===== src/rtl/quad_decoder.sv =====
// Quadrature encoder decoder: turns debounced A/B edges into a position value
// with one-cycle detent and illegal-transition pulses.
module quad_decoder #(
    parameter int               WIDTH       = 8,
    parameter int               STEP        = 1,
    parameter int               SATURATE    = 0,
    parameter logic [WIDTH-1:0] RESET_VALUE = '0
) (
    input  logic             clk,
    input  logic             reset,
    input  logic             a,
    input  logic             b,
    input  logic             load,
    input  logic [WIDTH-1:0] load_value,
    output logic [WIDTH-1:0] value,
    output logic             up_pulse,
    output logic             down_pulse,
    output logic             error_pulse
);

    localparam logic [WIDTH:0] STEP_EXT = (WIDTH+1)'(STEP);

    logic [1:0]        cur_ab;
    logic [1:0]        prev_ab;
    logic signed [3:0] acc;
    logic signed [3:0] acc_step;
    logic signed [3:0] acc_upd;
    logic signed [3:0] acc_next;
    logic              fwd;
    logic              rev;
    logic              illegal;
    logic              land_zero;
    logic              detent_up;
    logic              detent_down;
    logic [WIDTH:0]    sum_ext;
    logic [WIDTH:0]    diff_ext;
    logic [WIDTH-1:0]  inc_value;
    logic [WIDTH-1:0]  dec_value;
    logic [WIDTH-1:0]  value_next;

    always_comb begin
        cur_ab = {a, b};
        fwd    = 1'b0;
        rev    = 1'b0;
        case ({prev_ab, cur_ab})
            4'b0001, 4'b0111, 4'b1110, 4'b1000: fwd = 1'b1;
            4'b0010, 4'b1011, 4'b1101, 4'b0100: rev = 1'b1;
            default: ;
        endcase
        illegal   = ((prev_ab ^ cur_ab) == 2'b11);
        acc_step  = fwd ? 4'sd1 : (rev ? -4'sd1 : 4'sd0);
        acc_upd   = acc + acc_step;
        land_zero = (fwd || rev) && (cur_ab == 2'b00);
        // A detent only counts after four consistent steps ending at rest (00).
        detent_up   = land_zero && (acc_upd == 4'sd4);
        detent_down = land_zero && (acc_upd == -4'sd4);
        acc_next    = (illegal || land_zero) ? 4'sd0 : acc_upd;
    end

    // Extra MSB catches carry/borrow for the clamping variant.
    always_comb begin
        sum_ext   = {1'b0, value} + STEP_EXT;
        diff_ext  = {1'b0, value} - STEP_EXT;
        inc_value = ((SATURATE != 0) && sum_ext[WIDTH])  ? '1 : sum_ext[WIDTH-1:0];
        dec_value = ((SATURATE != 0) && diff_ext[WIDTH]) ? '0 : diff_ext[WIDTH-1:0];
        if (load)
            value_next = load_value;
        else if (detent_up)
            value_next = inc_value;
        else if (detent_down)
            value_next = dec_value;
        else
            value_next = value;
    end

    always_ff @(posedge clk) begin
        prev_ab <= cur_ab;
        if (reset) begin
            value       <= RESET_VALUE;
            acc         <= 4'sd0;
            up_pulse    <= 1'b0;
            down_pulse  <= 1'b0;
            error_pulse <= 1'b0;
        end else begin
            value       <= value_next;
            acc         <= acc_next;
            up_pulse    <= detent_up && !load;
            down_pulse  <= detent_down && !load;
            error_pulse <= illegal;
        end
    end

endmodule


===== config.mk =====
export PLATFORM = sky130hd
export DESIGN_NAME = quad_decoder
export DESIGN_NICKNAME = d
export VERILOG_FILES = /design/src/rtl/quad_decoder.sv
export SDC_FILE = /design/constraint.sdc
export NUM_CORES = 1
export LEC_CHECK = 0
export BUFFER_PORTS_ARGS = -buffer_cell sky130_fd_sc_hd__buf_4
export CAP_MARGIN = 20
export CORE_UTILIZATION = 41
export CTS_CLUSTER_SIZE = 30
export DETAILED_ROUTE_END_ITERATION = 10
export GPL_TIMING_DRIVEN = 1
export PLACE_DENSITY = 0.66
export SYNTH_ARGS = -nofsm -noshare
export SYNTH_HDL_FRONTEND = slang
export SYNTH_SLANG_ARGS = --single-unit

===== constraint.sdc =====
create_clock -name clk -period 4 [get_ports clk]
set_clock_uncertainty 0.05 [all_clocks]
set_input_delay 0.4 -clock clk [delete_from_list [all_inputs] [get_ports clk]]
set_output_delay 0.4 -clock clk [all_outputs]
set_load 0.05 [all_outputs]

==> metrics.txt <==
# TYPE chip_impl_metric gauge
chip_impl_info{name="r2r-start",value="prev_ab[0]"} 1
chip_impl_metric{name="drt_first_pass_iters",unit=""} 5
chip_impl_metric{name="syn-instance-count",unit=""} 121
chip_impl_metric{name="grtUsageTotal",unit=""} 0.175
chip_impl_metric{name="drc",unit=""} 0
chip_impl_metric{name="detailroute.via_count",unit=""} 913
chip_impl_metric{name="cts_htree_levels",unit=""} 1
chip_impl_info{name="critical-path-top-cell-by-count",value="sky130_fd_sc_hd__xnor2_1"} 1
chip_impl_metric{name="clock_power_share",unit=""} 0.211
chip_impl_metric{name="grt_pass1_wl",unit="µm"} 3590
chip_impl_info{name="cts-root-buf",value="sky130_fd_sc_hd__clkbuf_4"} 1
chip_impl_metric{name="synth_edf_count",unit=""} 0
chip_impl_metric{name="place_congestion",unit=""} 0.943
chip_impl_metric{name="cellLeakagePower",unit="nW"} 0.628
chip_impl_metric{name="power.switching_fraction",unit=""} 0.345
chip_impl_info{name="yosysMostFrequentCell",value="sky130_fd_sc_hd__dfxtp_1"} 1
chip_impl_metric{name="setup-tns-final",unit="ns"} 0
chip_impl_metric{name="synthesis.yosys.warnings",unit=""} 0
chip_impl_metric{name="cts_setup_buffers",unit=""} 0
chip_impl_metric{name="grt_overflow_total",unit=""} 0
chip_impl_metric{name="worst-endpoint-arrival",unit="ns"} 3.91
chip_impl_metric{name="combPwrFrac",unit=""} 0.361
chip_impl_metric{name="reg2reg_depth",unit=""} 14
chip_impl_info{name="min-delay-path-class",value="input port to register"} 1
chip_impl_metric{name="power_frac_seq",unit=""} 0.428
chip_impl_metric{name="detail_route.wl_per_cell",unit="µm"} 12.8
chip_impl_metric{name="power.net_switching",unit="µW"} 154
chip_impl_info{name="hold_path.startpoint",value="a"} 1
chip_impl_metric{name="setup_violations",unit=""} 0
chip_impl_metric{name="post_synth_instance_area",unit="µm²"} 1080
chip_impl_info{name="crit_path_start_kind",value="register"} 1
chip_impl_info{name="cp_cell_sequence",value="xor2_2, xnor2_1, ha_2, fa_1, or4_1, or3_1, nand2b_2, buf_4, ha_1, o21ai_1, a31oi_1, a21oi_1, xnor2_1, o22ai_1"} 1
chip_impl_metric{name="register_area_share_after_synthesis",unit=""} 0.314
chip_impl_metric{name="ys_seq_elements",unit=""} 17
chip_impl_metric{name="port-buffer-count",unit=""} 23
chip_impl_info{name="setup.worst_path.class",value="register to register"} 1
chip_impl_metric{name="fmaxAchievable",unit="MHz"} 264
chip_impl_metric{name="cts_buffers",unit=""} 3
chip_impl_metric{name="postCtsResizedCells",unit=""} 0
chip_impl_metric{name="syn_nets",unit=""} 146
chip_impl_metric{name="yosysUniqueCellTypes",unit=""} 31
chip_impl_metric{name="area.sequential",unit="µm²"} 345
chip_impl_metric{name="layout-drive-gt1-share",unit=""} 0.288
chip_impl_metric{name="pwr_density_cell",unit="nW/µm²"} 332
chip_impl_metric{name="fin_util",unit=""} 0.541
chip_impl_metric{name="count_of_nets_after_finishing",unit=""} 172
chip_impl_metric{name="ant_nets",unit=""} 0
chip_impl_info{name="critPathTopFamily",value="simple AND/OR/NAND/NOR gates"} 1
chip_impl_metric{name="finalCritPeriodShare",unit=""} 0.946
chip_impl_metric{name="die_width",unit="µm"} 53.4
chip_impl_metric{name="cp_max_fo",unit=""} 5
chip_impl_metric{name="grt_start_max_net_pins",unit=""} 16
chip_impl_metric{name="initial_core_util",unit=""} 0.438
chip_impl_metric{name="dieArea",unit="µm²"} 2860
chip_impl_metric{name="fp.dieH",unit="µm"} 53.4
chip_impl_metric{name="multi_input_comb_area",unit="µm²"} 713
chip_impl_info{name="crit_slowest_cell",value="sky130_fd_sc_hd__fa_1"} 1
chip_impl_metric{name="layout-area-overhead-vs-synth",unit="%"} 23.6
chip_impl_metric{name="avgSynthCellArea",unit="µm²"} 8.97
chip_impl_metric{name="antenna_cells",unit=""} 0
chip_impl_metric{name="nFillCells",unit=""} 240
chip_impl_metric{name="final-max-slew-violation-count",unit=""} 0
chip_impl_metric{name="p_int",unit="µW"} 292
chip_impl_info{name="synth_commonest_cells",value="sky130_fd_sc_hd__dfxtp_1 (17), sky130_fd_sc_hd__nor2_1 (16), sky130_fd_sc_hd__a21oi_1 (11), sky130_fd_sc_hd__ha_1 (10)"} 1
chip_impl_metric{name="ctsLongestPathBuffers",unit=""} 2
chip_impl_info{name="end_kind",value="register"} 1
chip_impl_metric{name="grt_pass1_vias",unit=""} 818
chip_impl_info{name="reg2reg_to",value="value[7]"} 1
chip_impl_metric{name="routed_wirelength",unit="µm"} 2250
chip_impl_metric{name="number_of_antenna_violations_at_the_first_check_in_global_routing",unit=""} 0
chip_impl_info{name="run_status",value="finished clean"} 1
chip_impl_metric{name="relative_slew_margins",unit=""} 0.841
chip_impl_metric{name="cpPeakStageDelay",unit="ns"} 0.42
chip_impl_info{name="whs_endpoint",value="prev_ab[1]"} 1
chip_impl_info{name="ys.flop_type",value="sky130_fd_sc_hd__dfxtp_1"} 1
chip_impl_metric{name="clock_sink_count",unit=""} 17
chip_impl_metric{name="r2r_slack",unit="ns"} 0.22
chip_impl_metric{name="detail_route.iter0.violations",unit=""} 12
chip_impl_metric{name="holdPathStages",unit=""} 1
chip_impl_info{name="netlist_top_cells_area",value="sky130_fd_sc_hd__dfxtp_1 (31%), sky130_fd_sc_hd__ha_1 (12%), sky130_fd_sc_hd__xnor2_1 (6.5%), sky130_fd_sc_hd__xor2_1 (5.7%), sky130_fd_sc_hd__nor2_1 (5.5%)"} 1
chip_impl_metric{name="worst-endpoint-required",unit="ns"} 4.13
chip_impl_metric{name="critical_path.n_buffers_inverters",unit=""} 1
chip_impl_info{name="grt_setup_unrepaired",value="no"} 1
chip_impl_metric{name="vias_per_cell",unit=""} 5.19
chip_impl_metric{name="row_count",unit=""} 18
chip_impl_metric{name="peakVddDrop",unit="mV"} 0.177
chip_impl_metric{name="io_pins",unit=""} 24
chip_impl_metric{name="core_area",unit="µm²"} 2480
chip_impl_metric{name="worstSkewPairLatency",unit="ns"} 0.29
chip_impl_metric{name="max_slew.worst_pin.slew",unit="ns"} 0.239
chip_impl_metric{name="worst_setup_hold_path_clk_slew",unit="ns"} 0.11
chip_impl_info{name="tritoncts",value="done"} 1
chip_impl_metric{name="max_cap_viol_count",unit=""} 0
chip_impl_metric{name="cts.hold.buffers_added",unit=""} 0
chip_impl_metric{name="period_minus_slack",unit="ns"} 3.78
chip_impl_metric{name="synth-async-reset-ratio",unit=""} 0
chip_impl_metric{name="dpl.hpwl",unit="µm"} 1630
chip_impl_info{name="netlist.top_cell.by_area",value="sky130_fd_sc_hd__dfxtp_1"} 1
chip_impl_metric{name="hold_viol",unit=""} 0
chip_impl_metric{name="synth_top_area_frac",unit=""} 0.314
## power groups by stage
| stage | Clock, mW | Combinational, mW | Sequential [mW] |
|---|---|---|---|
| final | 0.0939 | 0.161 | 0.190 |
| after global placement | 0 | 0.151 | 0.194 |
| after detailed placement | 0 | 0.155 | 0.194 |
| after CTS | 0.0991 | 0.156 | 0.190 |
| after global routing | 0.105 | 0.177 | 0.192 |
| after floorplan | 0 | 0.0948 | 0.212 |
## how the worst max path moves through the flow
| stage | startpoint | endpoint | slack, ns | cells after the start |
|---|---|---|---|---|
| finish | prev_ab[0] | value[7] | 0.22 | 14 |
| global route | prev_ab[0] | value[6] | 0.02 | 14 |
| CTS | prev_ab[0] | value[6] | 0.04 | 14 |
| detailed placement | a | value[6] | -0.0003 | 15 |
| global placement | b | value[6] | 0.05 | 15 |
| floorplan | prev_ab[1] | value[6] | 0.02 | 17 |
## registers in the layout, summed over array words and instances, names as in the netlist
| register | flops |
|---|---|
| down_pulse | 1 |
| acc | 4 |
| value | 8 |
| prev_ab | 2 |
| up_pulse | 1 |
| error_pulse | 1 |
## cells in the final DEF (no fill, tap or decap), drive strengths merged, types with 2 or more instances in the layout
| cell type | count |
|---|---|
| buf | 27 |
| a21o | 3 |
| nor2 | 16 |
| nand2 | 8 |
| clkbuf | 3 |
| or3 | 2 |
| xor2 | 7 |
| ha | 10 |
| xnor2 | 8 |
| a21oi | 11 |
| fa | 2 |
| dfxtp | 17 |
| inv | 4 |
| a31oi | 2 |
| mux2i | 4 |
| o21ai | 7 |
| and2 | 3 |
## cell type report
type                            instances  area share
Multi-Input combinational cell         94       0.532
Sequential cell                        17       0.257
Timing Repair Buffer                   27       0.151
Tap cell                               30      0.0280
Clock buffer                            3      0.0168
Inverter                                4      0.0112
Clock inverter                          1     0.00373
## per-layer routing
metal | vias to the layer above | track usage | part of all wire
li1 | 461 | - | -
met1 | 427 | 0.218 | 0.46
met2 | 23 | 0.304 | 0.50
met3 | 2 | 0.0259 | 0.036
met4 | 0 | 0.0526 | 0.0053
met5 | - | 0 | 0
## cells by family (layout without fill, tap and decap cells)
logic type,after synthesis,in the layout,synth area share
muxes,4,4,0.0369
xor gates and xnor gates,16,16,0.143
and+or+nand+nor,34,34,0.146
adders and majority gates,12,12,0.152
buffers and inverters,10,35,0.0565
DFF,17,17,0.314
AOI/OAI and AO/OA,28,28,0.151
## metrics by stage
| step | instance area (µm²) | setup WS (ns) | power (mW) | std cells | hold slack [ns] |
|---|---|---|---|---|---|
| global placement | 1280 | 0.0458 | 0.345 | 172 | 0.504 |
| detailed placement | 1280 | -0.000332 | 0.348 | 172 | 0.510 |
| floorplan | 1090 | 0.0178 | 0.307 | 121 | 0.378 |
| global route | 1340 | 0.0219 | 0.474 | 176 | 0.206 |
| finish | 1340 | 0.218 | 0.445 | 176 | 0.219 |
| CTS | 1310 | 0.0365 | 0.445 | 176 | 0.196 |
(Power assumes the default switching activity.)
